<file path="src/rtl/stack_arb_pkg.sv">
// stack_arb_pkg: shared encodings for the j1b stack arbiter.
// Holds the debug command codes, the stack delta codes, the FSM state
// type and the helper that sizes the depth counter.
package stack_arb_pkg;

  // Debug command encodings carried on dbg_cmd.
  localparam logic [1:0] CMD_PEEK  = 2'b00;
  localparam logic [1:0] CMD_PUSH  = 2'b01;
  localparam logic [1:0] CMD_POP   = 2'b10;
  localparam logic [1:0] CMD_CLEAR = 2'b11;

  // Stack delta encodings: bit 0 = move, bit 1 = pop direction.
  localparam logic [1:0] D_PUSH = 2'b01;
  localparam logic [1:0] D_NONE = 2'b10;
  localparam logic [1:0] D_POP  = 2'b11;

  typedef enum logic [1:0] {
    S_IDLE,
    S_EXEC,
    S_CLEAR,
    S_ACK
  } state_t;

  // Counter width able to hold 0..entries+1 (tail entries plus the head).
  function automatic int depth_w(input int entries);
    return $clog2(entries + 2);
  endfunction

endpackage

</file>
<file path="src/rtl/stack_arb_if.sv">
// stack_arb_if: debug requester bus (e.g. a UART monitor) into the arbiter.
// The requester side uses the master modport, the arbiter the slave modport.
interface stack_arb_if #(
  parameter int DW = 32
);
  logic          req;
  logic [1:0]    cmd;
  logic [DW-1:0] wd;
  logic          ack;
  logic [DW-1:0] rdata;

  modport master (output req, output cmd, output wd, input ack, input rdata);
  modport slave  (input req, input cmd, input wd, output ack, output rdata);
endinterface

</file>
<file path="src/rtl/stack_depth_ctr.sv">
// stack_depth_ctr: live entry count of the controlled stack plus sticky
// overflow/underflow flags. The stack always shifts on a move, so saturation
// only affects the count, never the stack itself.
// Optional macro STACK_ARB_HWM_EN adds a high-water-mark output.
module stack_depth_ctr
  import stack_arb_pkg::*;
#(
  parameter int DEPTH = 18
) (
  input  logic                        clk,
  input  logic                        reset,
  input  logic [1:0]                  delta,
  input  logic                        clr,
  output logic [depth_w(DEPTH)-1:0]   depth,
  output logic                        ovf,
  output logic                        unf
`ifdef STACK_ARB_HWM_EN
  ,
  output logic [depth_w(DEPTH)-1:0]   hwm
`endif
);

  localparam int DEPW = depth_w(DEPTH);
  localparam logic [DEPW-1:0] FULL = DEPW'(DEPTH + 1);

  // Track depth from the delta actually driven to the stack; flags are sticky
  // until a CLEAR completes.
  always_ff @(posedge clk or posedge reset) begin
    if (reset) begin
      depth <= '0;
      ovf   <= 1'b0;
      unf   <= 1'b0;
    end else begin
      if (delta == D_PUSH) begin
        if (depth == FULL) ovf <= 1'b1;
        else               depth <= depth + 1'b1;
      end else if (delta == D_POP) begin
        if (depth == '0) unf <= 1'b1;
        else             depth <= depth - 1'b1;
      end
      if (clr) begin
        ovf <= 1'b0;
        unf <= 1'b0;
      end
    end
  end

`ifdef STACK_ARB_HWM_EN
  // High-water mark follows the registered depth one cycle later.
  always_ff @(posedge clk or posedge reset) begin
    if (reset)              hwm <= '0;
    else if (clr)           hwm <= '0;
    else if (depth > hwm)   hwm <= depth;
  end
`endif

endmodule

</file>
<file path="src/rtl/stack_arb.sv">
// stack_arb: arbiter/sequencer in front of one j1b data or return stack.
// The core owns the stack port while idle; a debug requester may PEEK, PUSH,
// POP or CLEAR only while the core is halted. CLEAR pops until empty.
// Optional macro STACK_ARB_HWM_EN adds the hwm output.
module stack_arb
  import stack_arb_pkg::*;
#(
  parameter int DEPTH = 18,
  parameter int DW    = 32
) (
  input  logic                        clk,
  input  logic                        reset,
  input  logic                        core_we,
  input  logic [1:0]                  core_delta,
  input  logic [DW-1:0]               core_wd,
  input  logic                        core_halt,
  output logic                        core_stall,
  stack_arb_if.slave                  dbg,
  input  logic [DW-1:0]               stk_rd,
  output logic                        stk_we,
  output logic [1:0]                  stk_delta,
  output logic [DW-1:0]               stk_wd,
  output logic [depth_w(DEPTH)-1:0]   depth,
  output logic                        ovf,
  output logic                        unf
`ifdef STACK_ARB_HWM_EN
  ,
  output logic [depth_w(DEPTH)-1:0]   hwm
`endif
);

  state_t        state, state_nxt;
  logic [1:0]    cmd_q;
  logic [DW-1:0] wd_q;
  logic [DW-1:0] rdata_q;
  logic          accept;
  logic          capture;
  logic          clr_done;
  logic          ack;

  assign accept  = (state == S_IDLE) && dbg.req && core_halt;
  assign capture = (state == S_EXEC) && ((cmd_q == CMD_PEEK) || (cmd_q == CMD_POP));

  assign dbg.ack   = ack;
  assign dbg.rdata = rdata_q;

  // State register and command latch; the command is frozen at accept so the
  // requester may change its bus while the sequence runs.
  always_ff @(posedge clk or posedge reset) begin
    if (reset) begin
      state <= S_IDLE;
      cmd_q <= CMD_PEEK;
      wd_q  <= '0;
    end else begin
      state <= state_nxt;
      if (accept) begin
        cmd_q <= dbg.cmd;
        wd_q  <= dbg.wd;
      end
    end
  end

  // Read data is sampled from the head before any pop of the same cycle.
  always_ff @(posedge clk or posedge reset) begin
    if (reset)        rdata_q <= '0;
    else if (capture) rdata_q <= stk_rd;
  end

  // Next state and stack port mux: the core drives the port only in IDLE.
  always_comb begin
    state_nxt  = state;
    stk_we     = 1'b0;
    stk_delta  = D_NONE;
    stk_wd     = wd_q;
    core_stall = 1'b1;
    ack        = 1'b0;
    clr_done   = 1'b0;
    unique case (state)
      S_IDLE: begin
        core_stall = 1'b0;
        stk_we     = core_we;
        stk_delta  = core_delta;
        stk_wd     = core_wd;
        if (accept) state_nxt = (dbg.cmd == CMD_CLEAR) ? S_CLEAR : S_EXEC;
      end
      S_EXEC: begin
        case (cmd_q)
          CMD_PUSH: begin
            stk_we    = 1'b1;
            stk_delta = D_PUSH;
          end
          CMD_POP:  stk_delta = D_POP;
          default:  stk_delta = D_NONE;
        endcase
        state_nxt = S_ACK;
      end
      S_CLEAR: begin
        if (depth != '0) begin
          stk_delta = D_POP;
        end else begin
          clr_done  = 1'b1;
          state_nxt = S_ACK;
        end
      end
      S_ACK: begin
        ack       = 1'b1;
        state_nxt = S_IDLE;
      end
      default: state_nxt = S_IDLE;
    endcase
  end

  stack_depth_ctr #(
    .DEPTH (DEPTH)
  ) u_depth (
    .clk   (clk),
    .reset (reset),
    .delta (stk_delta),
    .clr   (clr_done),
    .depth (depth),
    .ovf   (ovf),
    .unf   (unf)
`ifdef STACK_ARB_HWM_EN
    ,
    .hwm   (hwm)
`endif
  );

endmodule

</file>
<file path="src/flat_wrapper.sv">
// flat-port wrapper written by rule: the top's interface ports become plain ports
module stack_arb_flat import stack_arb_pkg::*;
#(
  parameter int DEPTH = 18,
  parameter int DW    = 32
)
  (clk, reset, core_we, core_delta, core_wd, core_halt, core_stall, stk_rd, stk_we, stk_delta, stk_wd, depth, ovf, unf, dbg_req, dbg_cmd, dbg_wd, dbg_ack, dbg_rdata);
  stack_arb_if #(.DW(DW)) dbg_i ();
  input  logic clk;
  input  logic reset;
  input  logic core_we;
  input  logic [1:0] core_delta;
  input  logic [DW-1:0] core_wd;
  input  logic core_halt;
  output logic core_stall;
  input  logic [DW-1:0] stk_rd;
  output logic stk_we;
  output logic [1:0] stk_delta;
  output logic [DW-1:0] stk_wd;
  output logic [depth_w(DEPTH)-1:0] depth;
  output logic ovf;
  output logic unf;
  input wire logic [$bits(dbg_i.req)-1:0] dbg_req;
  input wire logic [$bits(dbg_i.cmd)-1:0] dbg_cmd;
  input wire logic [$bits(dbg_i.wd)-1:0] dbg_wd;
  output wire logic [$bits(dbg_i.ack)-1:0] dbg_ack;
  output wire logic [$bits(dbg_i.rdata)-1:0] dbg_rdata;
  assign dbg_i.req = dbg_req;
  assign dbg_i.cmd = dbg_cmd;
  assign dbg_i.wd = dbg_wd;
  assign dbg_ack = dbg_i.ack;
  assign dbg_rdata = dbg_i.rdata;
  stack_arb #(.DEPTH(DEPTH), .DW(DW)) u_core (.clk(clk), .reset(reset), .core_we(core_we), .core_delta(core_delta), .core_wd(core_wd), .core_halt(core_halt), .core_stall(core_stall), .dbg(dbg_i), .stk_rd(stk_rd), .stk_we(stk_we), .stk_delta(stk_delta), .stk_wd(stk_wd), .depth(depth), .ovf(ovf), .unf(unf));
endmodule
</file>
<file path="config.mk">
export PLATFORM = sky130hd
export DESIGN_NAME = stack_arb_flat
export DESIGN_NICKNAME = d
export VERILOG_FILES = /design/src/rtl/stack_arb_pkg.sv /design/src/rtl/stack_arb_if.sv /design/src/rtl/stack_depth_ctr.sv /design/src/rtl/stack_arb.sv /design/src/flat_wrapper.sv
export SDC_FILE = /design/constraint.sdc
export NUM_CORES = 1
export LEC_CHECK = 0
export BUFFER_PORTS_ARGS = -buffer_cell sky130_fd_sc_hd__buf_2
export CAP_MARGIN = 10
export CELL_PAD_IN_SITES_DETAIL_PLACEMENT = 0
export CELL_PAD_IN_SITES_GLOBAL_PLACEMENT = 1
export CORE_ASPECT_RATIO = 1.5
export CORE_MARGIN = 3
export CORE_UTILIZATION = 31
export CTS_CLUSTER_SIZE = 10
export DETAILED_ROUTE_END_ITERATION = 6
export GPL_ROUTABILITY_DRIVEN = 1
export PLACE_DENSITY_LB_ADDON = 0.1
export SLEW_MARGIN = 20
export SYNTH_ARGS = -nofsm -noshare
export SYNTH_HDL_FRONTEND = slang
export SYNTH_SLANG_ARGS = --single-unit
</file>
<file path="constraint.sdc">
create_clock -name clk -period 2.5 [get_ports clk]
set_input_delay 0.25 -clock clk [delete_from_list [all_inputs] [get_ports clk]]
set_output_delay 0.25 -clock clk [all_outputs]
set_load 0.01 [all_outputs]
</file>
=== Word level (Yosys, flattened, before mapping) ===
Index checks and enable logic that the tools add are counted.

* Bits in registers: 75
* Bits of input ports: 105
* Output and inout bits: 76
* Word-level logic and storage cells: 65

* Add/sub/neg operators: 2
* Equal/unequal tests: 14
* Muxes and demuxes: 25
* Reductions and logical operators: 17

{| class="wikitable"
|+ Operators with widths
! operator !! number
|-
| two-way mux 32 bit || 1
|-
| two-way mux 5 bit || 4
|-
| two-way mux 1 bit || 13
|-
| == test 2 bit (second input constant) || 5
|-
| nonzero test 2 bit || 5
|-
| one-hot mux 2 bit (4 select lines) || 1
|-
| == test 2 x 1 -> 1 bit (second input constant) || 3
|-
| two-way mux 2 bit || 3
|-
| inequality test 2 bit (second input constant) || 3
|-
| one-hot mux 2 bit (3 select lines) || 1
|-
| AND reduction 3 bit || 2
|-
| adder 5 x 1 -> 5 bit (second input constant) || 1
|-
| == test 5 bit (second input constant) || 1
|-
| zero test 5 bit || 1
|-
| nonzero test 5 bit || 1
|-
| subtractor 5 x 1 -> 5 bit (second input constant) || 1
|-
| zero test 2 bit || 2
|-
| inequality test 2 x 1 -> 1 bit (second input constant) || 2
|-
| one-hot mux 2 bit (2 select lines) || 1
|-
| AND reduction 2 bit || 2
|-
| logical AND 1 bit || 3
|-
| one-hot mux 1 bit (2 select lines) || 1
|-
| logical OR 1 bit || 1
|}

=== Longest topological paths before layout ===
Gate-level depths: netlist (run 1).

* Depth in word-level cells: 7
* Gate-level depth with buffers: 10
* Depth with buffers taken out: 10

=== Cells and area by module ===
Synthesis (run 1) repeated with hierarchy kept, for this count alone.

* Cell total of the unflattened synthesis: 255
* Area, all modules: 3587.2 um2

{| class="wikitable"
|+ By module, submodules not included
! module !! times used !! cells an instance !! area each (um2) !! sequential area each (um2)
|-
| stack_arb || 1 || 211 || 3130.5 || 1701.6
|-
| stack_depth_ctr || 1 || 44 || 456.7 || 175.2
|}

=== Least setup slack after synthesis (run 1) ===
Ideal clock, no wire load.

* Kind: register to register
* Start: reg u_core.state[0]
* End: reg u_core.u_depth.depth[4]
* Library setup time: 0.128 ns
* Data arrival time: 2.287 ns
* Data required time: 2.372 ns
* Setup slack: 0.085 ns
* Stages on the path, launching flop included: 11
* Buffers on the path: 0
* Period minus slack after synthesis: 2.415 ns
* Cell sequence: dfrtp_1 inv_1 ha_1 a211oi_1 nand3b_1 fa_1 a21o_1 a21oi_1 xnor2_1 nand3_1 xnor2_1

* Word-level cells in the longest chain between the ends: 5
* Elaborated cells on any way between the ends: 11
* Classes of those cells: 6 x eq/ne; 2 x mux; 3 x reduce/logical

{| class="wikitable"
|+ Ends and longest elaborated chain
! what !! line !! RTL
|-
| start, declared || stack_arb.sv:32 || <nowiki>state_t state, state_nxt;</nowiki>
|-
| start signal, assigned || stack_arb.sv:55 || <nowiki>state <= state_nxt;</nowiki>
|-
| == test 2 bit, or another cell as far along || stack_arb.sv:78 || <nowiki>unique case (state)</nowiki>
|-
| one-hot mux 2 bit (3 select lines) * || stack_arb.sv:78 ||
|-
| == test 2 x 1 -> 1 bit / == test 2 bit (equally long branches) || stack_depth_ctr.sv:34, stack_depth_ctr.sv:37 ||
|-
| inequality test 2 bit (no source line) / nonzero test 2 bit (equally long branches) || - ||
|-
| AND reduction 3 bit (no source line) || - ||
|-
| end signal, assigned || stack_depth_ctr.sv:36 || <nowiki>else depth <= depth + 1'b1;</nowiki>
|-
| end signal, assigned || stack_depth_ctr.sv:39 || <nowiki>else depth <= depth - 1'b1;</nowiki>
|-
| end, declared || stack_depth_ctr.sv:14 || <nowiki>output logic [depth_w(DEPTH)-1:0] depth,</nowiki>
|}

Every way passes the cells marked *; elsewhere a longest branch is shown, timed or not.
A chain may end at the register's enable or synchronous reset.

=== Worst setup path in the final report (run 1) ===
Ends and elaborated chain as after synthesis.

==> impl_metrics.toml, run 1 <==
[worst_setup_path]
cpMostUsedCell = "xnor2_1"
slowest_delay_ps = 450
worst-path-max-fanout = 4
startpoint_type = "register"
worstPathRequired_ps = 2710
worstPathArrival_ps = 2690
crit_type = "reg2reg"
cp_cell_sequence = "inv_2 -> ha_4 -> a211oi_4 -> nand3b_1 -> fa_2 -> a21o_1 -> a21oi_2 -> xnor2_1 -> nand3_1 -> xnor2_1"
reg2reg_slack_ps = 20
cp-end-kind = "register"
slowest_stage = "fa_2"

[route]
viasPerCell = 4.44
drc_errors = 0
vias = 2617
ant_nets = 0
dr.pass1.iters = 3
wirelength_mm = 8.56
drtIter0Drc = 45
avgRoutedWirePerCell_microns = 14.5

[yosys]
synth_cell_types = 31
ys_warn_count = 0
synth_area_leader_cell = "dfrtp_1"
synth_edf_count = 0
synth_seq_area_share_pct = 53.5
syn_area_per_cell_sq_um = 14.4
synthArstFlopShare_pct = 100
ys.flop_type = "dfrtp_1"
synth_top_area_share_pct = 53.5
synth_seq_cells = 75
synthCells = 244
synth_nets = 360
syn_area_sq_um = 3510
synth.area.top_cells = "dfrtp_1 53%, mux2_2 31%, ha_1 3.6%"

[placed_design]
dp_hpwl_mm = 6.54
numPortBuffers = 180
dpl-instance-area_sq_um = 4650
gp_congestion = 0.703
dp_cells = 570

[sta]
relSlewSlack_pct = 59.4
period_share_pct = 99.1
max_freq_mhz = 404
finalCriticalPeriod_ps = 2480
setup_viol = 0
finalHoldViolCount = 0
grt_setup_unrepaired = "yes"
finClkSkew_ps = 9.29
tightestPinTransition_ps = 608
slew_viol_final = 0

[floorplan]
rows = 47
io_pins = 181
dieWidth_microns = 92.9
dieHeight_microns = 136
die_area_sq_um = 12700
coreArea_sq_um = 11100
initial_core_util_pct = 31.7

[grt]
grt_overflow_total = 0
track_usage_pct = 13.4
grt_max_degree = 43
antenna_found_initial = 0
grt_pass1_wl_mm = 13.2
grt_pass1_vias = 2683

[pwr]
power_leakage_nw = 2.45
powerDensity_nw_per_um2 = 1410
vdd_ir_drop_max_v = 0.000407

[clocking]
ctsHtreeMaxLevel = 3
tritoncts.num_buffers = 9
clkLatencyLatePin_ps = 330
clockBufferDepth = 2
cts_sinks = 75
cts_tree = "done"
clkTransAtPathRegs_ps = 60
root_buffer = "clkbuf_16"

[layout]
areaGrowthSynthToFinish_pct = 44.2
nFillCells = 1088
fin_util_pct = 45.7
nets = 552
drive_above_1_share_pct = 74.6
final_area_sq_um = 5060
layout.cells.non_filler = 589

[hold_path]
min-delay-path-class = "in2reg"

[status]
status = "finished, final reports clean"

[flow_run]
cap_viol_max_count = 0
-- what timing repair did --
item | in CTS | in global routing
hold endpoints to repair | 30 | 0
hold buffers | 1 | 0
gates cloned | 0 | 0
setup endpoints to repair | 1 | 2
buffers inserted | 0 | 1
gates resized for setup | 1 | 16
pin swaps | 1 | 9
-- registers in the layout (all words and copies together) (netlist names) --
register,flops
u_core.cmd_q,2
u_core.u_depth.ovf,1
u_core.u_depth.depth,5
u_core.wd_q,32
u_core.dbg.rdata,32
u_core.state,2
u_core.u_depth.unf,1
-- per-layer routing --
layer  share of wire (%)  track usage [%]  up-vias
met2                  52             22.6      109
met5                   0                0        -
met4                 1.4             5.13        0
met1                  38             15.5     1243
met3                 8.4             4.54       10
li1                    -                -     1255
-- critical path: cells and delay by family (launching register included) --
kind                     cells  cell delay, ps
adder cells (fa/ha/maj)      2             630
AO/OA/AOI/OAI                3             560
flip-flops                   1             440
AND/OR/NAND/NOR              2             380
XOR/XNOR                     2             280
buffers and inverters        1              80
-- synth_stat cells (3+ instances only) --
master    number
dfrtp_1       75
xnor2_1        4
o21ai_0        3
inv_1          7
nand3_1        3
a21oi_1        5
nor2_1         4
mux2_2        98
mux2_4         4
ha_1          10
clkbuf_1       7
-- placed cells by master, fill, tap and decap left out, drive strengths merged, types with 2 or more instances in the layout --
master | Yosys | routed
a21o | 2 | 2
a21oi | 5 | 5
a22o | 2 | 2
buf | 3 | 190
clkbuf | 7 | 10
clkinv | 0 | 2
clkinvlp | 0 | 2
dfrtp | 75 | 75
ha | 10 | 10
inv | 7 | 8
mux2 | 102 | 102
nand2 | 3 | 3
nand2b | 2 | 2
nand3 | 3 | 3
nor2 | 4 | 4
o21ai | 4 | 4
xnor2 | 4 | 4
-- kinds of logic after synthesis --
logic type / after synthesis / share of synthesized area (%)
DFF: 75 / 53.5
and+or+nand+nor: 17 / 2.89
AOI/OAI and AO/OA: 17 / 3.21
adders and majority gates: 11 / 4.14
muxes: 102 / 33.2
buffers and inverters: 17 / 1.85
xor gates and xnor gates: 5 / 1.25
-- stage by stage --
step           setup WS (ps)  total power [mW]  setup TNS [ps]  hold WS (ps)
3_3_place_gp            73.3              5.61               0           348
6_report                23.4              7.13               0           146
2_1_floorplan           84.6              4.47               0           401
3_5_place_dp           -5.63              5.69           -5.63           350
5_1_grt                 -127              7.65            -127           135
4_1_cts                 39.2              7.06               0           133
-- power by group --
part	internal (mW)	switching (mW)
clock network	0.809	0.524
registers	1.85	0.372
logic	1.97	1.60
-- area by class of cell --
type / instances / area (sq um) / area share, %
flip-flops and latches: 75 / 1880 / 37.2
clock buffers: 10 / 239 / 4.73
multi-input cells: 152 / 1660 / 32.7
well taps: 147 / 184 / 3.64
diodes: 1 / 2.50 / 0.0495
inverters: 7 / 27.5 / 0.544
clock inverters: 6 / 71.3 / 1.41
repair buffers: 191 / 998 / 19.7
-- worst paths after layout --
check,start,to,cells after the start
min reg2reg,u_core.dbg.rdata[23]$_DFFE_PP0P_,u_core.dbg.rdata[23]$_DFFE_PP0P_,1
max,u_core.state[0]$_DFFE_PP0P_,u_core.u_depth.depth[4]$_DFFE_PP0P_,10
max reg2reg,u_core.state[0]$_DFFE_PP0P_,u_core.u_depth.depth[4]$_DFFE_PP0P_,10
min,stk_rd[5],u_core.dbg.rdata[5]$_DFFE_PP0P_,2
max in group asynchronous,reset,u_core.wd_q[22]$_DFFE_PP0P_,4
min in group asynchronous,reset,u_core.dbg.rdata[27]$_DFFE_PP0P_,3
Power figures use the tool's default switching activity.
==> inputs of run 2 (changes only) <==
--- a/config.mk
+++ b/config.mk
@@ -10,8 +10,7 @@
 export CELL_PAD_IN_SITES_DETAIL_PLACEMENT = 0
 export CELL_PAD_IN_SITES_GLOBAL_PLACEMENT = 1
 export CORE_ASPECT_RATIO = 1.5
-export CORE_MARGIN = 3
-export CORE_UTILIZATION = 31
+export CORE_UTILIZATION = 32
 export CTS_CLUSTER_SIZE = 10
 export DETAILED_ROUTE_END_ITERATION = 6
 export GPL_ROUTABILITY_DRIVEN = 1
@@ -19,4 +18,5 @@
 export SLEW_MARGIN = 20
 export SYNTH_ARGS = -nofsm -noshare
 export SYNTH_HDL_FRONTEND = slang
+export SYNTH_HIERARCHICAL = 1
 export SYNTH_SLANG_ARGS = --single-unit
==> run 2 against run 1 <==
Against the previous run: die area fell by 8.0%; register-to-register slack improved by 50 ps; clock power rose by 11%; routed wire length rose by 5.7%.
==> impl_metrics.toml, run 2 <==
[grt]
grt_pass1_wl_mm = 13.9
antenna_found_initial = 1
track_usage_pct = 16.1
grt_overflow_total = 0
grt_max_degree = 56
grt_pass1_vias = 2830

[layout]
nFillCells = 1083
final_area_sq_um = 5200
nets = 567
regArea_sq_um = 1880
areaGrowthSynthToFinish_pct = 45.1
layout_common_cells = "180 x buf_2, 98 x mux2_2, 74 x dfrtp_1, 12 x buf_4, 9 x clkbuf_16"
mostFrequentLayoutCell = "buf_2"
fin_util_pct = 47.3
drive_above_1_share_pct = 73.2
multi_input_area_sq_um = 1700

[yosys]
syn_area_sq_um = 3590
yosys-top-cells-count = "98 x mux2_2, 75 x dfrtp_1, 11 x ha_1"
synth_seq_area_share_pct = 52.3
synthCells = 255
syn_area_per_cell_sq_um = 14.1
synth_nets = 371
synth_cell_types = 35
synth_area_leader_cell = "dfrtp_1"
ys_warn_count = 6
synth.area.top_cells = "dfrtp_1 52%, mux2_2 31%, ha_1 3.8%"
ys.flop_type = "dfrtp_1"
synth_top_area_share_pct = 52.3
synthArstFlopShare_pct = 100
synth_edf_count = 0
synth_seq_cells = 75
synth.most_common_cell = "mux2_2"

[placed_design]
gp_congestion = 0.736
numPortBuffers = 180
dp_hpwl_mm = 6.95
dp_slack_ps = 80.8
dpl-instance-area_sq_um = 4830

[worst_setup_path]
cp-end-kind = "register"
endpoint = "u_core/u_depth/depth[4]$_DFFE_PP0P_"
worstPathRequired_ps = 2740
reg2reg_slack_ps = 70
worst-path-max-fanout = 4
cp-startpoint = "u_core/u_depth/depth[3]$_DFFE_PP0P_"
crit_type = "reg2reg"
worstPathArrival_ps = 2670
r2r_start = "u_core/u_depth/depth[3]$_DFFE_PP0P_"
startpoint_type = "register"
reg2reg_depth = 10
rr_endpoint = "u_core/u_depth/depth[4]$_DFFE_PP0P_"

[floorplan]
coreArea_sq_um = 11000
dieWidth_microns = 88.5
rows = 47
io_pins = 181
initial_core_util_pct = 32.6
dieHeight_microns = 132
die_area_sq_um = 11600

[sta]
max_freq_mhz = 412
finClkSkew_ps = 6.29
finalCriticalPeriod_ps = 2430
finalHoldViolCount = 0
fin_setup_tns_ps = 0
slew_viol_final = 0
relSlewSlack_pct = 44.4
period_share_pct = 97.0
grt_setup_unrepaired = "yes"
tightestPinTransition_ps = 834
setup_viol = 0
setup_ws_ps = 74.5

[flow_run]
cap_viol_max_count = 0

[clocking]
root_buffer = "clkbuf_16"
clkLatencyLatePin_ps = 330
cts_tree = "done"
tritoncts.num_buffers = 9
ctsHtreeMaxLevel = 3
cts_sinks = 75
clkTransAtPathRegs_ps = 60
clockBufferDepth = 2

[route]
dr.pass1.iters = 6
drc_errors = 0
vias = 2736
drtIter0Drc = 44
viasPerCell = 4.53
wirelength_mm = 9.04
avgRoutedWirePerCell_microns = 15.0
ant_nets = 0

[pwr]
power_leakage_nw = 2.53
vdd_ir_drop_max_v = 0.000745
powerDensity_nw_per_um2 = 1440

[hold_path]
min-delay-path-class = "in2reg"

[status]
status = "finished, final reports clean"
-- run 2: changes by cell type after synthesis, sizes merged, moves of 3 or more --
cell,delta
clkbuf,-6
xnor2,-4
buf,+7
xor2,+3
-- run 2: per-stage QoR --
stage	hold slack (ps)	power, mW	cells
after floorplan	53.3	4.73	255
after global placement	225	5.99	584
after detailed placement	234	6.07	584
after CTS	134	7.59	601
after global routing	137	8.03	604
final	146	7.49	604
-- run 2: kinds of logic after synthesis --
family,Yosys count,synth area share (%)
AO/OA/AOI/OAI,21,4.46
XOR/XNOR,4,0.977
adder cells (fa/ha/maj),11,3.84
buffers and inverters,20,2.44
flip-flops,75,52.3
multiplexers,102,32.2
AND/OR/NAND/NOR,22,3.80
-- run 2: timing repair --
| action | 4_1_cts | 5_1_grt |
|---|---|---|
| endpoints found under the setup margin | 0 | 1 |
| hold buffers | 1 | 0 |
| endpoints found under the hold margin | 20 | 0 |
| gates resized for setup | 0 | 2 |
| buffers inserted | 0 | 2 |
-- run 2: critical path, stage by stage, from the launching register on --
cell and delay, ps:
dfrtp_2 390, or3_4 410, o31ai_4 270, a21oi_4 100
nand2b_4 100, xor2_1 170, ha_2 230, a31oi_1 70
or2_0 210, a211oi_2 210, xor2_1 190
-- run 2: how the worst min path moves through the flow --
stage	start	endpoint	cells past startpoint
finish	stk_rd[3]	u_core/dbg.rdata[3]$_DFFE_PP0P_	2
global placement	reset	u_core/u_depth/unf$_DFFE_PP0P_	2
global route	stk_rd[3]	u_core/dbg.rdata[3]$_DFFE_PP0P_	2
floorplan	reset	u_core/u_depth/depth[0]$_DFFE_PP0P_	1
CTS	stk_rd[3]	u_core/dbg.rdata[3]$_DFFE_PP0P_	2
detailed placement	reset	u_core/u_depth/unf$_DFFE_PP0P_	2
-- run 2: routing by layer --
metal / vias up / track usage (%) / part of all wire [%]
met5: - / 0 / 0
met4: 0 / 6.27 / 1.7
met3: 9 / 4.40 / 5.2
met2: 88 / 30.4 / 58
met1: 1333 / 15.8 / 35
li1: 1306 / - / -
-- run 2: power breakdown --
part	internal (mW)	leakage, nW	total, mW	switching (mW)
sequential	1.85	0.888	2.16	0.313
clock	0.976	0.159	1.47	0.493
combinational	2.07	1.48	3.86	1.78
total	4.90	2.53	7.49	2.59
-- run 2: layout make-up --
cell class                 count  share of cell area [%]
antenna                        1                  0.0481
clock buffer                  10                    4.40
clock inverter                 6                    2.19
inverter                       9                   0.649
multi-input combinational    160                    32.7
sequential                    75                    36.1
tap                          147                    3.53
timing repair buffer         196                    20.4
